## src/rtl/ps2_host_tx.sv

```systemverilog
// ps2_host_tx: PS/2 host-to-device command transmitter (inhibit, request-to-send,
// bit shifting on device clock edges, ACK check, timeout).
// Optional macro PS2_HOST_TX_RETRY_EN: retry a failed send up to twice with the same byte.
module ps2_host_tx #(
  parameter int INHIBIT_CYCLES = 2500,
  parameter int TIMEOUT_CYCLES = 375000,
  parameter int FILTER_LEN     = 4
) (
  input  logic       clk25,
  input  logic       rst_n,
  input  logic       start,
  input  logic [7:0] din,
  output logic       busy,
  output logic       done,
  output logic       error,
  output logic       rx_inhibit,
  input  logic       ps2_clk_in,
  input  logic       ps2_din_in,
  output logic       ps2_clk_oe,
  output logic       ps2_dat_oe
);
  localparam int IW = $clog2(INHIBIT_CYCLES + 1);
  localparam int TW = $clog2(TIMEOUT_CYCLES + 1);
  localparam int FW = $clog2(FILTER_LEN + 1);

  typedef enum logic [2:0] {IDLE, INHIBIT, REQ, SHIFT, ACK, RELEASE, FAIL} state_t;

  state_t        r_state;
  logic [1:0]    r_clk_sync;
  logic [1:0]    r_dat_sync;
  logic          r_clk_flt;
  logic          r_clk_flt_d;
  logic [FW-1:0] r_flt_cnt;
  logic [7:0]    r_byte;
  logic [9:0]    r_frame;
  logic [3:0]    r_bit;
  logic [IW-1:0] r_cnt;
  logic [TW-1:0] r_to;
  logic          r_busy;
  logic          r_done;
  logic          r_error;
  logic          r_clk_oe;
  logic          r_dat_oe;
`ifdef PS2_HOST_TX_RETRY_EN
  logic [1:0]    r_try;
`endif

  logic w_fall;
  logic w_dat;
  logic w_active;
  logic w_to_hit;
  logic w_fail;

  assign w_fall   = r_clk_flt_d & ~r_clk_flt;
  assign w_dat    = r_dat_sync[1];
  assign w_active = r_state inside {REQ, SHIFT, ACK, RELEASE};
  assign w_to_hit = r_to == TW'(TIMEOUT_CYCLES - 1);
  assign w_fail   = (w_active && w_to_hit) || (r_state == ACK && w_fall && w_dat);

  assign busy       = r_busy;
  assign rx_inhibit = r_busy;
  assign done       = r_done;
  assign error      = r_error;
  assign ps2_clk_oe = r_clk_oe;
  assign ps2_dat_oe = r_dat_oe;

  // Synchronize both lines; the clock level only changes after FILTER_LEN agreeing samples.
  always_ff @(posedge clk25 or negedge rst_n) begin
    if (!rst_n) begin
      r_clk_sync  <= 2'b11;
      r_dat_sync  <= 2'b11;
      r_clk_flt   <= 1'b1;
      r_clk_flt_d <= 1'b1;
      r_flt_cnt   <= '0;
    end else begin
      r_clk_sync  <= {r_clk_sync[0], ps2_clk_in};
      r_dat_sync  <= {r_dat_sync[0], ps2_din_in};
      r_clk_flt_d <= r_clk_flt;
      if (r_clk_sync[1] == r_clk_flt) begin
        r_flt_cnt <= '0;
      end else if (r_flt_cnt == FW'(FILTER_LEN - 1)) begin
        r_clk_flt <= r_clk_sync[1];
        r_flt_cnt <= '0;
      end else begin
        r_flt_cnt <= r_flt_cnt + 1'b1;
      end
    end
  end

  // Transmit FSM; a failure (NACK or timeout) overrides whatever the state did this cycle.
  always_ff @(posedge clk25 or negedge rst_n) begin
    if (!rst_n) begin
      r_state  <= IDLE;
      r_byte   <= '0;
      r_frame  <= '0;
      r_bit    <= '0;
      r_cnt    <= '0;
      r_to     <= '0;
      r_busy   <= 1'b0;
      r_done   <= 1'b0;
      r_error  <= 1'b0;
      r_clk_oe <= 1'b0;
      r_dat_oe <= 1'b0;
`ifdef PS2_HOST_TX_RETRY_EN
      r_try    <= '0;
`endif
    end else begin
      r_done  <= 1'b0;
      r_error <= 1'b0;
      if (w_active) r_to <= w_to_hit ? r_to : r_to + 1'b1;
      case (r_state)
        IDLE, FAIL: begin
          r_state <= IDLE;
          if (start) begin
            r_byte   <= din;
            r_busy   <= 1'b1;
            r_clk_oe <= 1'b1;
            r_cnt    <= '0;
            r_state  <= INHIBIT;
`ifdef PS2_HOST_TX_RETRY_EN
            r_try    <= '0;
`endif
          end
        end
        INHIBIT: begin
          if (r_cnt == IW'(INHIBIT_CYCLES - 1)) begin
            r_state  <= REQ;
            r_dat_oe <= 1'b1;
            r_to     <= '0;
            r_frame  <= {1'b1, ~^r_byte, r_byte};
            r_bit    <= '0;
          end else begin
            r_cnt <= r_cnt + 1'b1;
          end
        end
        REQ: begin
          r_clk_oe <= 1'b0;
          r_state  <= SHIFT;
        end
        SHIFT: begin
          if (w_fall) begin
            r_dat_oe <= ~r_frame[0];
            r_frame  <= {1'b0, r_frame[9:1]};
            r_bit    <= r_bit + 1'b1;
            r_state  <= (r_bit == 4'd9) ? ACK : SHIFT;
          end
        end
        ACK: begin
          if (w_fall && !w_dat) r_state <= RELEASE;
        end
        RELEASE: begin
          if (r_clk_flt && w_dat) begin
            r_done  <= 1'b1;
            r_busy  <= 1'b0;
            r_state <= IDLE;
          end
        end
      endcase
      if (w_fail) begin
`ifdef PS2_HOST_TX_RETRY_EN
        if (r_try != 2'd2) begin
          r_try    <= r_try + 1'b1;
          r_state  <= INHIBIT;
          r_clk_oe <= 1'b1;
          r_dat_oe <= 1'b0;
          r_cnt    <= '0;
        end else begin
          r_state  <= FAIL;
          r_error  <= 1'b1;
          r_busy   <= 1'b0;
          r_clk_oe <= 1'b0;
          r_dat_oe <= 1'b0;
        end
`else
        r_state  <= FAIL;
        r_error  <= 1'b1;
        r_busy   <= 1'b0;
        r_clk_oe <= 1'b0;
        r_dat_oe <= 1'b0;
`endif
      end
    end
  end
endmodule
```

## config.mk

```make
export PLATFORM = sky130hd
export DESIGN_NAME = ps2_host_tx
export DESIGN_NICKNAME = d
export VERILOG_FILES = /design/src/rtl/ps2_host_tx.sv
export SDC_FILE = /design/constraint.sdc
export NUM_CORES = 1
export LEC_CHECK = 0
export CAP_MARGIN = 20
export CORE_MARGIN = 2
export CORE_UTILIZATION = 30
export CTS_BUF_LIST = sky130_fd_sc_hd__clkbuf_8
export DETAILED_ROUTE_END_ITERATION = 10
export RECOVER_POWER = 25
export SETUP_SLACK_MARGIN = 0.02
export SYNTH_ARGS = -nofsm -noshare
export SYNTH_HDL_FRONTEND = slang
export SYNTH_SLANG_ARGS = --single-unit
export TNS_END_PERCENT = 5
```

## constraint.sdc

```tcl
create_clock -name clk25 -period 4.27 [get_ports clk25]
set_input_delay 0.6405 -clock clk25 [delete_from_list [all_inputs] [get_ports clk25]]
set_output_delay 0.6405 -clock clk25 [all_outputs]
set_load 0.1 [all_outputs]
```

* Word level (Yosys, flattened, before mapping)
Cells that the tools add are included.
** Word-level totals
- Bits in registers :: 70
- Word-level logic and storage cells :: 105
** Operators by class
- $add $sub $neg :: 4
- Equality and inequality tests :: 20
- Multiplexer cells :: 36
- Bitwise operators :: 4
- Reductions and logical operators :: 25
** Operators with widths (count)
- two-way mux 19 bit :: 4
- two-way mux 12 bit :: 2
- two-way mux 3 bit :: 8
- case mux 12 bit (2 select lines) :: 1
- two-way mux 10 bit :: 2
- case mux 10 bit (2 select lines) :: 1
- adder 19 x 1 -> 19 bit (second input constant) :: 1
- equality test 19 bit (second input constant) :: 1
- case mux 3 bit (6 select lines) :: 1
- adder 12 x 1 -> 12 bit (second input constant) :: 1
- equality test 12 bit (second input constant) :: 1
- AND reduction 3 bit :: 4
- two-way mux 1 bit :: 11
- equality test 3 x 2 -> 1 bit (second input constant) :: 3
- equality test 3 bit (second input constant) :: 3
- != test 3 bit (second input constant) :: 3
- nonzero test 3 bit :: 3
- two-way mux 4 bit :: 2
- != test 2 bit (second input constant) :: 4
- case mux 4 bit (2 select lines) :: 1
- XNOR reduction 8 bit :: 1
- nonzero test 7 bit :: 1
- != test 3 x 2 -> 1 bit (second input constant) :: 2
- case mux 1 bit (2 select lines) :: 3
- other kinds (16) :: 25

* Logic depth before layout (Yosys ltp)
- Depth in word-level cells :: 7
- Gate-level depth with buffers :: 7
- Gate-level depth less buffers :: 7

* Least setup slack after synthesis
Ideal clock, no wire load.
- Path type :: register to register
- From :: register r_cnt[0]
- To :: register r_cnt[4]
- Setup time :: 132 ps
- Arrival :: 1882 ps
- Slack :: 2256 ps
- Stages on the path, launching flop included :: 8
- Buffers on the path :: 1
- Period minus slack after synthesis :: 2014 ps
- Path through :: dfrtp_1 -> ha_1 -> or4b_4 -> o31a_1 -> buf_2 -> o2111ai_1 -> xor2_1 -> nor2_1
** Between the ends
- Cells in the longest elaborated chain, start to end :: 3
- Elaborated cells on any way between the ends :: 6
- Classes of those cells :: add/sub: 1; eq/ne: 2; mux: 2; reduce/logical: 1
** Ends and longest elaborated chain
- start, declared :: RTL line 37 : logic [IW-1:0] r_cnt;
- start signal, assigned :: RTL line 133 : r_cnt <= r_cnt + 1'b1;
- adder 12 x 1 -> 12 bit or equality test 12 bit (tied branches) :: RTL line 133, 126
- two-way mux 12 bit or != test 2 bit (tied branches)
- case mux 12 bit (2 select lines) or AND reduction 3 bit (tied branches)
Parallel ways exist; a longest one is shown, timed or not. The select of a mux whose other input is x is not followed.
A chain may end at the register's enable or synchronous reset.

* Worst setup path after layout
- From :: register r_state[0]
- To :: register r_frame[8]
** Between the ends
- Cells in the longest elaborated chain, start to end :: 3
- Elaborated cells on any way between the ends :: 7
- Classes of those cells :: eq/ne: 4; mux: 1; reduce/logical: 2
** Ends and longest elaborated chain
- start, declared :: RTL line 28 : state_t r_state;
- start signal, assigned :: RTL line 145 : r_state <= (r_bit == 4'd9) ? ACK : SHIFT;
- equality test 3 x 1 -> 1 bit or equality test 3 x 2 -> 1 bit (tied branches) :: RTL line 111 : case (r_state)
- != test 2 bit (no source line) or nonzero test 2 bit (tied branches)
- AND reduction 3 bit (no source line)
- end signal, assigned :: RTL line 130 : r_frame <= {1'b1, ~^r_byte, r_byte};
- end signal, assigned :: RTL line 143 : r_frame <= {1'b0, r_frame[9:1]};
- end, declared :: RTL line 35 : logic [9:0] r_frame;
Parallel ways exist; a longest one is shown, timed or not.

==> results.cfg <==
[clocking]
clock-sinks = 70
cts_buffer_depth = 2
cts_tree = built
h-tree-depth = 3
cts.clk_slew.worst_paths_ns = 0.07
ctsResizeCount = 0
clk_latency_ns = 0.35
ctsHoldBuffers = 0
cts_buffers = 9
root_buffer = clkbuf_8
cts_setup_buffers = 0

[synth]
yosysTopAreaCell = dfrtp_1
synthFlopType = dfrtp_1
synth_top_cell_area_share = 0.4683
async_reset_ff_frac = 1.000
synth_edf_count = 0
synth-seq-cells = 70
netlist_area_sq_um = 3420
synthTopCellsByArea = dfrtp_1, xor2_1, dfstp_2
ys_warn_count = 0
synth_nets = 344
synth_cells = 326
synth.avg_cell_area_sq_um = 10.49
ys_types = 50
yosysSeqAreaShare = 0.5145

[final_layout]
drive_gt1_frac = 0.1143
fin_cells = 490
final_nets = 363
n_fill_cell = 1094
syn2layout_area_growth_pct = 13.72
antenna_cells = 0

[floorplanning]
start_util = 0.3113
fp.dieArea_sq_um = 12270
dieWidth_microns = 110.8
dieHeight_microns = 110.8
top_level_ports = 19
rows = 38
core_area_sq_um = 10980

[critical_path]
r2r-start = r_state[0]
end_kind = register
r2r_cells = 4
reg2reg_slack_ns = 1.69
startpoint_type = register
arrival_ns = 2.81
cp_max_fo = 19
required_ns = 4.50
r2r_end = r_frame[8]
critical_path_class = register to register

[sta]
tns_ns = 0
fin_crit_ns = 2.579
fin_worst_skew_ns = 0.01665
finalMaxSlewViolations = 36
clock.fmax_mhz = 387.8
min_period_over_period = 0.6039
rsz0062_at_grt = false
relSlewSlack = -0.2220
hold_viol = 0
tightest_slew_ns = 1.833
setup_viol = 0

[min_path]
hold_depth = 0
min_from = r_dat_sync[0]
holdPathEnd = r_dat_sync[1]
worstHoldPathType = register to register

[placement]
place_inst = 474
dpl.hpwl_mm = 4.431
portBuffers = 18
gp_congestion = 0.7829

[routing]
drt_iter0_drc = 133
vias = 2413
wl_per_cell_microns = 13.24
via_per_inst = 4.924
dr.pass1.iters = 4
drc = 0
final_antenna_net_count = 0
routed_wl_mm = 6.487

[outcome]
violations = capacitance limit, slew limit
status = complete, but fails checks

[run]
cap_violations = 1

[grt]
antenna_found_initial = 0
grt_overflow = 0
grt_start_max_net_pins = 37
grt_use_total = 0.1117
grt_pass1_vias = 2386
grt_pass1_wl_mm = 11.12

[power]
p_per_area_nw_per_um2 = 531.9
leakage_nw = 1.653
vdd_drop_max_mv = 0.2822
[synthesized netlist by cell type (all sizes together) (4+ instances only)]
library cell and instances:
o2111ai 5, nor2b 4, xnor2 14, nand2 24
a21oi 5, buf 8, ha 5, inv 6
nor3 7, nand4 7, clkbuf 5, dfstp 6
mux2 10, nand3 13, o21ai 30, mux2i 10
nor2 39, nor3b 4, dfrtp 64, or3b 4
xor2 22
[report_power, final]
| part | internal, mW | switching, mW |
|---|---|---|
| clock | 0.203 | 0.244 |
| combinational | 0.290 | 0.356 |
| sequential | 0.822 | 0.153 |
[cell usage in the layout (no fill, tap or decap), drive strengths merged, types with 3 or more instances in the layout]
cell	Yosys	routed
clkinv	0	3
or3	3	3
nor3b	4	4
nor2	39	39
a21o	3	3
dfrtp	64	64
inv	6	9
dfstp	6	6
buf	8	3
a21oi	5	5
xor2	22	22
xnor2	14	14
o21ai	30	30
or3b	4	4
nor4	3	3
ha	5	5
clkbuf	5	10
nand2b	3	3
nor2b	4	4
mux2	10	10
o2111ai	5	5
nor4bb	3	3
nand2	24	24
clkdlybuf4s50	0	15
nand4	7	7
nand3	13	13
mux2i	10	10
nor3	7	7
[logic make-up (layout without fill, tap and decap cells)]
logic type | Yosys count | count (layout) | synth area share
simple gates | 125 | 125 | 0.1976
flops | 70 | 70 | 0.5145
compound gates | 51 | 51 | 0.08855
xor+xnor | 36 | 36 | 0.09221
mux | 20 | 20 | 0.06220
buf+inv | 19 | 43 | 0.02671
fa+ha+maj | 5 | 5 | 0.01829
[layer usage]
metal	track usage	wire length (microns)
met5	0	0
met4	0.05917	143
met3	0.02406	168
met2	0.1722	2989
met1	0.1470	3186
[cell type report]
cell class / instances / area (sq um) / share of cell area
Clock buffer: 9 / 123.9 / 0.03185
Timing Repair Buffer: 21 / 196.4 / 0.05051
Tap cell: 140 / 175.2 / 0.04505
Clock inverter: 7 / 37.54 / 0.009653
Inverter: 6 / 22.52 / 0.005792
Sequential cell: 70 / 1759 / 0.4524
Multi-Input combinational cell: 237 / 1574 / 0.4048
[through the flow]
step	setup slack (ns)	utilization	total power, mW	instance area, sq um	hold WS (ns)
after floorplan	2.256	-	1.486	3420	0.3449
after detailed placement	1.709	0.3395	1.639	3729	0.3469
after global placement	1.815	0.3395	1.616	3729	0.3468
after CTS	1.701	0.3542	2.093	3890	0.3574
after global routing	1.443	0.3541	2.230	3889	0.3597
final	1.691	0.3541	2.068	3889	0.3555
[sequential cells by signal (all words and copies together) (netlist names)]
signal and cells:
ps2_dat_oe 1, r_clk_flt 1, r_frame 10, r_bit 4
busy 1, r_to 19, ps2_clk_oe 1, error 1
r_clk_flt_d 1, r_byte 8, r_clk_sync 2, done 1
r_dat_sync 2, r_cnt 12, r_flt_cnt 3, r_state 3
[worst max-delay path, stage by stage (launching register included)]
cell,delay [ns]
dfrtp_1,0.59
nand3b_1,0.55
nor3b_1,0.67
nor2_2,0.28
mux2_1,0.37
[worst max-delay path by stage]
stage / startpoint / endpoint / slack, ns
2_1_floorplan: r_cnt[0] / r_cnt[4] / 2.26
3_3_place_gp: r_state[2] / r_frame[8] / 1.81
3_5_place_dp: r_state[0] / r_frame[8] / 1.71
4_1_cts: r_state[0] / r_frame[8] / 1.70
5_1_grt: r_state[0] / r_frame[8] / 1.44
6_report: r_state[0] / r_frame[8] / 1.69
No activity file was read; power rests on OpenSTA's default activity.
